<file path="config.mk">
export PLATFORM = sky130hd
export DESIGN_NAME = sram_song_loader
export DESIGN_NICKNAME = d
export VERILOG_FILES = /design/src/rtl/sram_song_loader.sv
export SDC_FILE = /design/constraint.sdc
export NUM_CORES = 1
export LEC_CHECK = 0
export CORE_MARGIN = 1.5
export CORE_UTILIZATION = 50
export CTS_CLUSTER_SIZE = 10
export DETAILED_ROUTE_END_ITERATION = 10
export PLACE_DENSITY = 0.76
export SYNTH_ARGS = -nofsm -noshare
export SYNTH_HDL_FRONTEND = slang
export SYNTH_SLANG_ARGS = --single-unit
</file>
<file path="constraint.sdc">
create_clock -name CLK -period 2.8 [get_ports CLK]
set_clock_uncertainty 0.2 [all_clocks]
set_input_delay 0.56 -clock CLK [delete_from_list [all_inputs] [get_ports CLK]]
set_output_delay 0.56 -clock CLK [all_outputs]
set_load 0.01 [all_outputs]
</file>
<file path="src/rtl/sram_song_loader.sv">
// Purpose: loads a byte stream of 16-bit song words into an async SRAM from address 0 until an END word.
// Latency: two accepted bytes per word, then WE_CYCLES+2 cycles from SETUP entry to the next GET_HI.
// Backpressure: BYTE_READY is high only in GET_HI/GET_LO; bytes are never buffered.
module sram_song_loader #(
  parameter int unsigned WE_CYCLES = 2,
  parameter logic [17:0] MAX_ADDR  = 18'h3FFFF
) (
  input  logic        CLK,
  input  logic        RST_N,
  input  logic        START,
  input  logic [7:0]  BYTE_DATA,
  input  logic        BYTE_VALID,
  output logic        BYTE_READY,
  output logic        SRAM_WE,
  output logic        SRAM_CE,
  output logic        SRAM_OE,
  output logic        SRAM_LB,
  output logic        SRAM_UB,
  output logic [17:0] SRAM_A,
  output logic [15:0] SRAM_DQ_O,
  output logic        SRAM_DQ_OE,
  output logic        BUSY,
  output logic        DONE,
  output logic        ERROR,
  output logic        CPU_HOLD,
  output logic [17:0] WORD_COUNT
);

  typedef enum logic [2:0] {
    IDLE, GET_HI, GET_LO, SETUP, WRITE, HOLD, FIN, ERR
  } state_t;

  state_t      state, state_nxt;
  logic [3:0]  we_cnt;
  logic [15:0] word;
  logic [17:0] addr;
  logic [17:0] word_cnt;

  logic accept;
  logic restart;
  logic we_last;
  logic is_end;
  logic is_illegal;
  logic at_max;

  assign accept     = BYTE_VALID && BYTE_READY;
  assign restart    = START && (state == IDLE || state == FIN || state == ERR);
  assign we_last    = (we_cnt == 4'(WE_CYCLES - 1));
  assign is_end     = (word[15:12] == 4'b0000);
  assign is_illegal = (word[15:14] == 2'b01);
  assign at_max     = (addr == MAX_ADDR);

  // State register; async reset drops WE immediately because WE decodes from state.
  always_ff @(posedge CLK or negedge RST_N) begin
    if (!RST_N) state <= IDLE;
    else        state <= state_nxt;
  end

  // Next-state decode and state-decoded outputs.
  always_comb begin
    state_nxt  = state;
    BYTE_READY = 1'b0;
    SRAM_WE    = 1'b1;
    SRAM_DQ_OE = 1'b0;
    BUSY       = 1'b0;
    DONE       = 1'b0;
    ERROR      = 1'b0;
    case (state)
      IDLE, FIN, ERR: begin
        if (restart) state_nxt = GET_HI;
        DONE  = (state == FIN);
        ERROR = (state == ERR);
      end
      GET_HI: begin
        BYTE_READY = 1'b1;
        BUSY       = 1'b1;
        if (accept) state_nxt = GET_LO;
      end
      GET_LO: begin
        BYTE_READY = 1'b1;
        BUSY       = 1'b1;
        // High byte already latched, so the opcode check needs only word[15:14].
        if (accept) state_nxt = is_illegal ? ERR : SETUP;
      end
      SETUP: begin
        BUSY       = 1'b1;
        SRAM_DQ_OE = 1'b1;
        state_nxt  = WRITE;
      end
      WRITE: begin
        BUSY       = 1'b1;
        SRAM_DQ_OE = 1'b1;
        SRAM_WE    = 1'b0;
        if (we_last) state_nxt = HOLD;
      end
      HOLD: begin
        BUSY       = 1'b1;
        SRAM_DQ_OE = 1'b1;
        if (is_end)      state_nxt = FIN;
        else if (at_max) state_nxt = ERR;
        else             state_nxt = GET_HI;
      end
      default: state_nxt = IDLE;
    endcase
  end

  // Datapath: word assembly, write-pulse counter, address and word count.
  always_ff @(posedge CLK or negedge RST_N) begin
    if (!RST_N) begin
      word     <= '0;
      addr     <= '0;
      word_cnt <= '0;
      we_cnt   <= '0;
    end else begin
      case (state)
        IDLE, FIN, ERR: begin
          if (restart) begin
            addr     <= '0;
            word_cnt <= '0;
          end
        end
        GET_HI:  if (accept) word[15:8] <= BYTE_DATA;
        GET_LO:  if (accept) word[7:0]  <= BYTE_DATA;
        SETUP:   we_cnt <= '0;
        WRITE:   we_cnt <= we_cnt + 4'd1;
        HOLD: begin
          word_cnt <= word_cnt + 18'd1;
          // Address only advances when another word follows; no wrap at MAX_ADDR.
          if (!is_end && !at_max) addr <= addr + 18'd1;
        end
        default: ;
      endcase
    end
  end

  assign SRAM_A     = addr;
  assign SRAM_DQ_O  = word;
  assign WORD_COUNT = word_cnt;
  assign SRAM_CE    = 1'b0;
  assign SRAM_LB    = 1'b0;
  assign SRAM_UB    = 1'b0;
  assign SRAM_OE    = BUSY;
  assign CPU_HOLD   = BUSY || ERROR;

endmodule

</file>
==> implementation parameters <==
Parameter                              Value

Timing
  Peak Freq ... about 0.37 GHz
  TNS Setup ... 0 ns
  Number of setup violations in the final report ... 0
  Slew HR ... 57.2%
  Fraction of the cycle the final worst path needs ... between 90 and 100%
  Transition time at the pin with the least slew margin ... between 0.6 and 0.7 ns
  Clock period minus final worst setup slack ... 2.69 ns
  Final hold vios ... 0
  Unrepaired setup endpoints after global routing ... false
  Final max-slew violation count ... 0

Final layout
  Final net count ... 409
  Antenna diode count ... 0
  Number of fill cells ... 471
  Synthesis-to-finish area growth ... 31.4%
  Fraction of layout cells with a size suffix above 1 ... 15.2%

Worst setup path
  CP arrival ... approximately 1.9 ns
  Critical Path Fanout Max ... 10
  Required time of the critical path ... 2.04 ns
  Critical Path Sink Type ... output port
  R2R Path Start ... SRAM_A[0]
  Element type at the critical path start ... flop
  Slack of the worst reg-to-reg path ... approximately 0.46 ns
  Critical register-to-register path endpoint ... SRAM_A[3]
  Class of the most critical setup path ... flop to output port
  Depth of the worst register-to-register path ... 6

Placement
  Routability congestion estimate from global placement ... 0.786
  Number of input and output port buffers inserted ... 71
  DP HPWL ... roughly 5.2 mm

Logic synthesis
  Synthesis warning total ... 0
  Main combinational cell family by area after synthesis ... simple AND/OR/NAND/NOR gates
  Main area contributors after synthesis ... sky130_fd_sc_hd__dfrtp_1 47%, sky130_fd_sc_hd__mux2_2 5.3%, sky130_fd_sc_hd__o21ai_0 4.4%
  Compound-cell area share of the yosys netlist ... 16.7%
  Number of flops mapped to enable cells by yosys ... 0
  Parity-gate share of the synthesized area counting xor and xnor cells ... 1.93%
  Area of the mapped netlist ... approximately 0.0032 mm²
  Number of unique standard cell types used by synthesis ... 59
  Post-synthesis async set-or-reset flop share ... 100%
  Post-synthesis sequential area ratio ... a little under half
  Post-Syn Instances ... 312
  Cell accounting for the most synthesized area ... sky130_fd_sc_hd__dfrtp_1
  Simple-gate area share of the yosys netlist ... between 20% and 30%
  Adder and majority gate portion of the synthesized area ... 1.97%
  Fraction of synthesized area in multiplexers ... ~6%
  Average footprint of a synthesized cell ... 10.2 µm²
  Commonest cells in the netlist ... 59 x sky130_fd_sc_hd__dfrtp_1, 28 x sky130_fd_sc_hd__o21ai_0, 23 x sky130_fd_sc_hd__nand2_1, 16 x sky130_fd_sc_hd__nand3_1, 16 x sky130_fd_sc_hd__nor2_1
  Proportion of netlist area held by the largest area contributor ... 46.5%
  Synthesis-stage register bit count ... 59
  Most frequent cell after synthesis ... sky130_fd_sc_hd__dfrtp_1
  Main synth FF type ... sky130_fd_sc_hd__dfrtp_1

CTS
  Number of buffers added by the clock tree synthesis step ... 9
  Htree depth ... 3
  Number of sinks driven by the clock tree ... 59
  Clock tree from TritonCTS ... done
  Maximum number of buffers from clock root to sink ... 2
  Clock slew at the register clock pins of the worst setup and hold paths ... about 0.070 ns
  CTS Root Cell ... sky130_fd_sc_hd__clkbuf_8
  Clock latency of the later-clocked register in the worst-skew pair ... 0.33 ns
  Hold buffers post-CTS ... 0

Routing
  Vias per Instance ... 5.75
  Number of nets with antenna violations after detailed routing ... 0
  Detailed router's first-iteration violation count ... 158
  Remaining design rule violation count ... 0
  Router iterations before antenna repair ... 4
  Routed Wire Length ... between 7 and 8 mm
  Total number of vias ... 2709
  WL/cell ... 15.4 µm

Floorplanning
  Floorplan die width ... 82.7 µm
  Std-Cell Rows ... 28
  Die area ... about 0.0068 mm²
  Initial core utilization ... between 50% and 60%
  Top-Level Pins ... 75
  Die Y ... 82.7 µm
  Total core area ... approximately 0.006 mm²

GRT
  Antenna violations before repair ... 0
  Vias in the first global route ... 2480
  Largest net degree at the start of global routing ... 34
  First-pass GRT wire length ... 11.9 mm
  GRT Residual Overflow ... 0
  Global router's overall resource usage ... 22.8%

Status
  Result of the run ... complete, no violations

Flow run
  Total of max-cap violations ... 0

Power and ir drop
  VDD IR max ... ~650 µV
  Pwr/cell area ... 802 mW/mm²
  Cell leakage power ... about 1.8 nW
  Total Power ... 3.34 mW

Min path
  Class of the worst hold path ... input port to asynchronous set/reset pin
cells in the final DEF, fill, tap and decap left out, drive strengths merged, types with 2 or more instances in the layout:
master and count:
mux2 15, a31oi 2, and3 10, a211oi 5, nand4 10, nor2 18, o311ai 2, a21oi 14
or3 5, and2 5, nand2b 2, dfrtp 59, o31a 2, o211ai 11, or2 2, nand3 16
o31ai 5, clkbuf 9, nand3b 2, ha 5, o21ai 31, mux2i 2, inv 7, buf 14
o21bai 2, conb 3, xnor2 3, nor3 6, o21a 3, nand2 23, xor2 4, clkdlybuf4s50 70
clkinv 5, nor4 5, nor2b 3, and4 4
registers in the layout (all words and copies together), names as in the netlist:
register and cells:
SRAM_A 18, WORD_COUNT 18, SRAM_DQ_O 16, we_cnt 4, state 3
critical path, cell delays in order (launching register included):
cell and delay [ns]:
sky130_fd_sc_hd__dfrtp_2 0.47, sky130_fd_sc_hd__ha_1 0.21, sky130_fd_sc_hd__o21bai_1 0.18, sky130_fd_sc_hd__or2_2 0.28
sky130_fd_sc_hd__clkdlybuf4s50_1 0.47
kinds of logic after synthesis:
logic type | Yosys count
xor+xnor | 7
fa+ha+maj | 5
mux | 17
simple gates | 117
other cells | 1
compound gates | 81
flops | 59
buf+inv | 25
how the worst max path moves through the flow:
stage	startpoint	end	slack, ns	cells after the start
2_1_floorplan	state[1]	CPU_HOLD	0.64	5
3_3_place_gp	state[2]	CPU_HOLD	0.36	4
3_5_place_dp	state[2]	CPU_HOLD	0.32	4
4_1_cts	state[2]	CPU_HOLD	0.05	4
5_1_grt	state[1]	CPU_HOLD	0.008	5
6_report	state[2]	CPU_HOLD	0.11	4
layer usage:
layer | part of all wire (%) | track usage [%]
met5 | 0 | 0
met4 | 1.1 | 7.00
met3 | 3.5 | 3.96
met2 | 49 | 37.9
met1 | 46 | 30.5
where the power goes:
group	total [mW]	internal (mW)	switching (mW)
registers	1.17	1.02	0.150
logic	1.44	0.743	0.696
clock network	0.735	0.399	0.336
total	3.34	2.16	1.18
layout make-up:
cell class	count	area [µm²]	share of cell area [%]
Inverter	8	30.0	0.720
Sequential cell	59	1480	35.4
Clock buffer	9	124	2.97
Timing Repair Buffer	84	816	19.6
Clock inverter	6	57.6	1.38
Tap cell	75	93.8	2.25
Multi-Input combinational cell	230	1570	37.7
timing repair:
action / in CTS / in global routing
hold endpoints to repair: 0 / 0
cloned: 0 / 0
pin swaps: 0 / 0
setup buffers: 0 / 3
setup endpoints to repair: 1 / 2
gates resized for setup: 1 / 0
metrics by stage:
stage                     instances  cell area [µm²]  hold slack (ns)  utilization (%)  setup slack [ns]
final                           471             4170           0.0502             69.2             0.110
after global routing            471             4170           0.0991             69.2           0.00790
after CTS                       468             4150           0.0686             68.9            0.0523
after detailed placement        453             3970            0.271             65.8             0.321
after global placement          453             3970            0.265             65.8             0.358
after floorplan                 314             3180           0.0644                -             0.640
Note: power is estimated with default switching activity, not from simulation.
